### src/rtl/aes128_key_sched_ctrl.sv
// ---------------------------------------------------------------------------
// aes128_key_sched_ctrl
//   AES-128 key schedule sequencer. A cipher key is accepted on start, then one
//   round key per cycle is produced with the RotWord/SubWord/Rcon word function.
//   All 11 round keys are kept in an internal register file and served through
//   a registered read port.
//
//   Optional build macro: AES_KS_ZEROIZE_EN adds the zeroize input. zeroize
//   wipes the stored keys and aborts any expansion. With the macro defined,
//   reset also wipes storage.
//
// Ports
//   clk        in   rising-edge clock
//   rst_n      in   synchronous active-low reset
//   start      in   expansion request, held until start_ack
//   key_in     in   cipher key, key_in[127:96] = w0 ... key_in[31:0] = w3
//   start_ack  out  same-cycle acceptance pulse (key_in sampled)
//   busy       out  expansion in progress (LOAD through the done cycle)
//   done       out  one-cycle pulse in the cycle round key 10 is written
//   rk_valid   out  bit r set = round key r stored and readable
//   rd_en      in   read request
//   rd_idx     in   round key index 0..10
//   rd_data    out  round key (0 on error), valid with rd_valid
//   rd_valid   out  read response strobe, one cycle after rd_en
//   rd_err     out  with rd_valid: bad index, key not stored, or being written
//   zeroize    in   storage wipe (only with AES_KS_ZEROIZE_EN)
// ---------------------------------------------------------------------------
module aes128_key_sched_ctrl #(
    parameter int NR    = 10,
    parameter int KEY_W = 128
) (
    input  logic             clk,
    input  logic             rst_n,
    input  logic             start,
    input  logic [KEY_W-1:0] key_in,
    output logic             start_ack,
    output logic             busy,
    output logic             done,
    output logic [NR:0]      rk_valid,
    input  logic             rd_en,
    input  logic [3:0]       rd_idx,
    output logic [KEY_W-1:0] rd_data,
    output logic             rd_valid,
    output logic             rd_err
`ifdef AES_KS_ZEROIZE_EN
    ,
    input  logic             zeroize
`endif
);

    typedef enum logic [1:0] {S_IDLE, S_LOAD, S_EXPAND} state_t;

    state_t           state;
    logic [3:0]       round;
    logic [KEY_W-1:0] cur_key;
    logic [KEY_W-1:0] rk [0:NR];
    logic [KEY_W-1:0] next_key;
    logic [31:0]      w0, w1, w2, w3, t, n0, n1, n2, n3;
    logic [15:0]      vld_ext;
    logic             wr_hit;
    logic             rd_bad;
    logic             zz;

`ifdef AES_KS_ZEROIZE_EN
    assign zz = zeroize;
`else
    assign zz = 1'b0;
`endif

    // GF(2^8) multiply, AES polynomial x^8 + x^4 + x^3 + x + 1.
    function automatic logic [7:0] gf_mul(input logic [7:0] a, input logic [7:0] b);
        logic [7:0] p;
        logic [7:0] x;
        p = 8'h00;
        x = a;
        for (int i = 0; i < 8; i++) begin
            if (b[i]) p = p ^ x;
            x = {x[6:0], 1'b0} ^ (x[7] ? 8'h1b : 8'h00);
        end
        return p;
    endfunction

    // S-box computed rather than tabled: inverse as a^254 (squares a^2..a^128
    // multiplied together; 0 maps to 0), followed by the affine transform.
    function automatic logic [7:0] sbox(input logic [7:0] a);
        logic [7:0] sq;
        logic [7:0] b;
        sq = a;
        b  = 8'h01;
        for (int i = 0; i < 7; i++) begin
            sq = gf_mul(sq, sq);
            b  = gf_mul(b, sq);
        end
        return b ^ {b[6:0], b[7]} ^ {b[5:0], b[7:6]} ^ {b[4:0], b[7:5]}
                 ^ {b[3:0], b[7:4]} ^ 8'h63;
    endfunction

    function automatic logic [31:0] sub_word(input logic [31:0] w);
        return {sbox(w[31:24]), sbox(w[23:16]), sbox(w[15:8]), sbox(w[7:0])};
    endfunction

    // RConLookup: iterate 1..10 -> round constant byte.
    function automatic logic [7:0] rcon(input logic [7:0] iter);
        logic [7:0] v;
        case (iter)
            8'd1:    v = 8'h01;
            8'd2:    v = 8'h02;
            8'd3:    v = 8'h04;
            8'd4:    v = 8'h08;
            8'd5:    v = 8'h10;
            8'd6:    v = 8'h20;
            8'd7:    v = 8'h40;
            8'd8:    v = 8'h80;
            8'd9:    v = 8'h1b;
            8'd10:   v = 8'h36;
            default: v = 8'h00;
        endcase
        return v;
    endfunction

    // Word function on the previous round key held in cur_key.
    assign w0 = cur_key[127:96];
    assign w1 = cur_key[95:64];
    assign w2 = cur_key[63:32];
    assign w3 = cur_key[31:0];
    assign t  = sub_word({w3[23:0], w3[31:24]}) ^ {rcon({4'b0000, round}), 24'h000000};
    assign n0 = w0 ^ t;
    assign n1 = w1 ^ n0;
    assign n2 = w2 ^ n1;
    assign n3 = w3 ^ n2;
    assign next_key = {n0, n1, n2, n3};

    // Acceptance is combinational so the key is sampled in the request cycle.
    assign start_ack = rst_n && !zz && start && (state == S_IDLE);

    // A read of the slot being written this cycle reports an error, no bypass.
    assign vld_ext = {{(15 - NR){1'b0}}, rk_valid};
    assign wr_hit  = ((state == S_LOAD) && (rd_idx == 4'd0)) ||
                     ((state == S_EXPAND) && (rd_idx == round));
    assign rd_bad  = (rd_idx > 4'(NR)) || !vld_ext[rd_idx] || wr_hit;

    // Control FSM; done is raised one cycle early so it lines up with round 10.
    always_ff @(posedge clk) begin
        if (!rst_n || zz) begin
            state    <= S_IDLE;
            round    <= 4'd0;
            busy     <= 1'b0;
            done     <= 1'b0;
            rk_valid <= '0;
        end else begin
            done <= 1'b0;
            case (state)
                S_IDLE: begin
                    if (start) begin
                        state <= S_LOAD;
                        busy  <= 1'b1;
                    end
                end
                S_LOAD: begin
                    rk_valid <= {{NR{1'b0}}, 1'b1};
                    round    <= 4'd1;
                    state    <= S_EXPAND;
                end
                S_EXPAND: begin
                    rk_valid[round] <= 1'b1;
                    if (round == 4'(NR - 1)) done <= 1'b1;
                    if (round == 4'(NR)) begin
                        state <= S_IDLE;
                        busy  <= 1'b0;
                    end else begin
                        round <= round + 4'd1;
                    end
                end
                default: state <= S_IDLE;
            endcase
        end
    end

    // Key storage and working key.
    always_ff @(posedge clk) begin
`ifdef AES_KS_ZEROIZE_EN
        if (!rst_n || zz) begin
            cur_key <= '0;
            for (int i = 0; i <= NR; i++) rk[i] <= '0;
        end else
`endif
        begin
            if (start_ack) cur_key <= key_in;
            else if (state == S_EXPAND) cur_key <= next_key;
            if (state == S_LOAD) rk[0] <= cur_key;
            if (state == S_EXPAND) rk[round] <= next_key;
        end
    end

    // Registered read port.
    always_ff @(posedge clk) begin
        if (!rst_n) begin
            rd_valid <= 1'b0;
            rd_err   <= 1'b0;
            rd_data  <= '0;
        end else if (zz) begin
            rd_valid <= rd_en;
            rd_err   <= rd_en;
            rd_data  <= '0;
        end else begin
            rd_valid <= rd_en;
            rd_err   <= rd_en && rd_bad;
            if (rd_en) rd_data <= rd_bad ? '0 : rk[rd_idx];
        end
    end

endmodule

### config.mk
export PLATFORM = sky130hd
export DESIGN_NAME = aes128_key_sched_ctrl
export DESIGN_NICKNAME = d
export VERILOG_FILES = /design/src/rtl/aes128_key_sched_ctrl.sv
export SDC_FILE = /design/constraint.sdc
export NUM_CORES = 2
export LEC_CHECK = 0
export CORE_ASPECT_RATIO = 1.4
export CORE_MARGIN = 8
export CORE_UTILIZATION = 60
export DETAILED_ROUTE_END_ITERATION = 10
export PLACE_DENSITY = 0.79
export SLEW_MARGIN = 20
export SYNTH_ARGS = -nofsm -noshare
export SYNTH_HDL_FRONTEND = slang
export SYNTH_SLANG_ARGS = --single-unit
### constraint.sdc
create_clock -name clk -period 18.8 [get_ports clk]
set_input_delay 1.88 -clock clk [delete_from_list [all_inputs] [get_ports clk]]
set_output_delay 1.88 -clock clk [all_outputs]
set_load 0.01 [all_outputs]
==> impl_results.html <==
<table>
<tr><th>Metric</th><th>Value</th></tr>
<tr><th colspan="2">Logic synthesis</th></tr>
<tr><td>Net count of the mapped netlist</td><td>~12000</td></tr>
<tr><td>Most frequent cells after synthesis</td><td>xnor2_1 (1584), edfxtp_1 (1536), nor2_1 (1150), nand2_1 (1127), clkbuf_1 (498)</td></tr>
<tr><td>Count of flip-flops with a built-in enable after synthesis</td><td>about 1500</td></tr>
<tr><td>Most instantiated library cell after synthesis</td><td>xnor2_1</td></tr>
<tr><td>Yosys reg bits</td><td>1693</td></tr>
<tr><td>Post-Syn Instances</td><td>11500</td></tr>
<tr><td>Combined area of all synthesized cells</td><td>roughly 0.13 mm2</td></tr>
<tr><td>Post-synth cell types</td><td>107</td></tr>
<tr><td>Synth async-reset ratio</td><td>0%</td></tr>
<tr><td>Leading cell types by total area after synthesis</td><td>edfxtp_1 (37%), xnor2_1 (11%), xnor3_1 (7.6%)</td></tr>
<tr><td>Post-synth top area share</td><td>36.8%</td></tr>
<tr><td>Post-synth top area cell</td><td>edfxtp_1</td></tr>
<tr><td>Primary FF master, synth</td><td>edfxtp_1</td></tr>
<tr><td>Portion of the post-synthesis area used by sequential elements</td><td>39.4%</td></tr>
<tr><td>Post-Syn Area per Cell</td><td>10.9 um2</td></tr>
<tr><td>Number of warning messages in the yosys log</td><td>0</td></tr>
<tr><th colspan="2">GRT</th></tr>
<tr><td>Antenna violations before repair</td><td>37</td></tr>
<tr><td>Overall fraction of global-route tracks in use</td><td>between 30% and 40%</td></tr>
<tr><td>Via count of the first global-routing pass</td><td>93300</td></tr>
<tr><td>First-pass GRT wire length</td><td>slightly below 600 mm</td></tr>
<tr><td>Pin count of the biggest net entering global routing</td><td>181</td></tr>
<tr><td>Global route total overflow</td><td>0</td></tr>
<tr><th colspan="2">Drt</th></tr>
<tr><td>Overall via count from detail_route</td><td>95700</td></tr>
<tr><td>DR pass1 iterations</td><td>7</td></tr>
<tr><td>Met2 wirelength from detailed routing</td><td>between 150 and 200 mm</td></tr>
<tr><td>DRC Markers</td><td>0</td></tr>
<tr><td>Routed Wire Length</td><td>approximately 390 mm</td></tr>
<tr><td>Count of nets left with antenna violations after detail routing</td><td>0</td></tr>
<tr><td>Met3 routed wirelength</td><td>42.5 mm</td></tr>
<tr><td>Wl on met1</td><td>143 mm</td></tr>
<tr><td>Post-DR wirelength/cell</td><td>26.7 um</td></tr>
<tr><td>Number of design-rule violations left by the first detailed-router iteration</td><td>12200</td></tr>
<tr><td>Highest metal used</td><td>met5</td></tr>
<tr><td>Via density per instance</td><td>between 6 and 7</td></tr>
<tr><th colspan="2">Timing</th></tr>
<tr><td>Min setup slack post-route</td><td>684 ps</td></tr>
<tr><td>Clock period minus final worst setup slack</td><td>18120 ps</td></tr>
<tr><td>Max-slew violation count</td><td>0</td></tr>
<tr><td>Normalized max-slew margin</td><td>~25%</td></tr>
<tr><td>Final Hold Vio Count</td><td>0</td></tr>
<tr><td>Portion of the clock cycle consumed by the worst path in the final layout</td><td>96.4%</td></tr>
<tr><td>Final setup violation count</td><td>0</td></tr>
<tr><td>Clock Skews</td><td>65.1 ps</td></tr>
<tr><td>F_max</td><td>55.2 MHz</td></tr>
<tr><td>Slew at the pin with the worst max-slew slack</td><td>1110 ps</td></tr>
<tr><th colspan="2">Floorplan</th></tr>
<tr><td>Die X-Extent</td><td>402 um</td></tr>
<tr><td>Initial standard-cell utilization of the core</td><td>60.3%</td></tr>
<tr><td>Core Box Area</td><td>just over 0.2 mm2</td></tr>
<tr><td>FP Rows</td><td>198</td></tr>
<tr><td>Die area</td><td>0.224 mm2</td></tr>
<tr><td>Y dimension of the die</td><td>556 um</td></tr>
<tr><td>Top-Level Pins</td><td>280</td></tr>
<tr><th colspan="2">Worst setup path</th></tr>
<tr><td>Reg-to-reg setup timing slack</td><td>slightly below 700 ps</td></tr>
<tr><td>Worst Setup SP</td><td>cur_key[27]</td></tr>
<tr><td>Endpoint of the most critical setup path</td><td>rk[0][6]</td></tr>
<tr><td>Critical Path Slowest Stage Cell</td><td>edfxtp_1</td></tr>
<tr><td>Reg2Reg Capture Point</td><td>rk[0][6]</td></tr>
<tr><td>Critical Path Fanout Max</td><td>17</td></tr>
<tr><td>Worst Setup Start Kind</td><td>flip-flop</td></tr>
<tr><td>Class of the most critical setup path</td><td>flip-flop to flip-flop</td></tr>
<tr><td>Worst Reg2Reg Path Length in Cells</td><td>between 40 and 50</td></tr>
<tr><td>Data arrival, critical path</td><td>18720 ps</td></tr>
<tr><td>Most prevalent standard cell on the critical path</td><td>xnor3_1</td></tr>
<tr><td>Crit end category</td><td>flip-flop</td></tr>
<tr><td>Endpoint required time on the critical path</td><td>19400 ps</td></tr>
<tr><td>Critical R2R Launch</td><td>cur_key[27]</td></tr>
<tr><td>Worst path max stage delay</td><td>between 800 and 900 ps</td></tr>
<tr><th colspan="2">Clock tree</th></tr>
<tr><td>CTS Buf Count</td><td>149</td></tr>
<tr><td>Worst-skew pair later-pin latency</td><td>820 ps</td></tr>
<tr><td>CTS Sinks</td><td>1693</td></tr>
<tr><td>CTS Root Cell</td><td>clkbuf_16</td></tr>
<tr><td>Count of hold-fix buffers inserted at cts</td><td>0</td></tr>
<tr><td>Maximum number of buffers from clock root to sink</td><td>4</td></tr>
<tr><td>CTS clk-pin slew, worst paths</td><td>~70 ps</td></tr>
<tr><td>TritonCTS clock tree</td><td>done</td></tr>
<tr><td>Count of H-tree levels built during CTS</td><td>4</td></tr>
<tr><th colspan="2">Place</th></tr>
<tr><td>GP Congestion</td><td>0.982</td></tr>
<tr><td>Placed instance count</td><td>14200</td></tr>
<tr><td>I/O Buffers</td><td>279</td></tr>
<tr><td>Detailed placer's ending HPWL</td><td>260 mm</td></tr>
<tr><td>Place WS</td><td>about 260 ps</td></tr>
<tr><th colspan="2">Layout</th></tr>
<tr><td>Post-layout nets</td><td>between 10000 and 15000</td></tr>
<tr><td>Layout cells sized above 1</td><td>12.6%</td></tr>
<tr><td>Final cell count without fillers</td><td>14500</td></tr>
<tr><td>Area growth from synthesis to final layout</td><td>10.0%</td></tr>
<tr><td>Footprint of the multi-input gates</td><td>0.0728 mm2</td></tr>
<tr><td>Area occupied by registers</td><td>approximately 0.05 mm2</td></tr>
<tr><td>Final-layout fill cell count</td><td>15100</td></tr>
<tr><th colspan="2">Worst hold path</th></tr>
<tr><td>Source of the worst hold timing path</td><td>rd_data[53]</td></tr>
<tr><td>Type of the most critical hold path</td><td>flip-flop to flip-flop</td></tr>
<tr><th colspan="2">Status</th></tr>
<tr><td>Status</td><td>finished, final reports clean</td></tr>
<tr><th colspan="2">Run</th></tr>
<tr><td>Number of max-cap violations</td><td>0</td></tr>
</table>
==> cell families (layout without fill, tap and decap cells) <==
kind of cell	Yosys count	in the layout	share of synthesized area, %
simple gates	3284	3284	11.5
xor+xnor	2692	2692	25.6
compound gates	2118	2118	11.3
flops	1693	1693	39.4
buf+inv	916	1225	3.01
mux	768	768	8.92
fa+ha+maj	31	31	0.308
other cells	0	16	0
==> flip-flops by register name (all words and copies together) (netlist names), named ones only <==
register  count
cur_key     128
rk         1408
done          1
rd_valid      1
state         2
rd_err        1
rd_data     128
rk_valid     11
round         4
busy          1
==> layout make-up <==
type                       count  share of cell area [%]
inverter                     152                   0.418
clock buffer                 203                    3.03
multi-input combinational   8893                    52.9
clock inverter                59                   0.451
antenna                       16                  0.0291
sequential                  1693                    35.8
timing repair buffer         811                    5.00
tap                         2700                    2.45
==> per-stage QoR <==
stage	TNS, ps	util, %	hold WS, ps	area (um2)
3_5_place_dp	0	63.8	472	132000
3_3_place_gp	0	63.8	468	132000
5_1_grt	-106	66.3	502	138000
6_report	0	66.4	483	138000
4_1_cts	0	66.1	484	137000
2_1_floorplan	0	-	465	125000
==> routing by layer <==
metal / vias to the layer above / GRT usage (%)
li1: 42000 / -
met1: 46700 / 43.1
met2: 6018 / 55.4
met3: 988 / 5.78
met4: 22 / 13.7
met5: - / 0
==> how the worst min path moves through the flow <==
stage | depth (start not counted) | slack [ps] | endpoint
final | 2 | 480 | rd_data[53]
after global routing | 2 | 500 | rd_data[8]
after CTS | 2 | 480 | rd_data[53]
after detailed placement | 2 | 470 | rd_data[53]
after global placement | 2 | 470 | rd_data[2]
after floorplan | 2 | 460 | state[0]
==> critical path, delay by kind of cell, from the launching register on <==
| kind | cells | cell delay (ps) |
|---|---|---|
| buffers and inverters | 4 | 960 |
| xor gates and xnor gates | 27 | 11890 |
| DFF | 1 | 880 |
| adders and majority gates | 1 | 340 |
| AOI/OAI and AO/OA | 7 | 1580 |
| and+or+nand+nor | 9 | 1810 |
| muxes | 1 | 390 |
==> layout by cell type, fill, tap and decap left out, types with 332 or more instances in the layout <==
master and n:
xnor2_1 1539, edfxtp_1 1536, nor2_1 1145, nand2_1 1126, buf_4 527, a21oi_1 479
xor2_1 452, xnor3_1 417, o21ai_0 394, mux2i_1 332
==> timing repair <==
action,in CTS,in global routing
resized for setup,0,46
buffers inserted,0,9
endpoints found under the setup margin,0,710
Power is not shown: default switching activity piles up to over one toggle a cycle in this logic, so the estimate is an artifact.
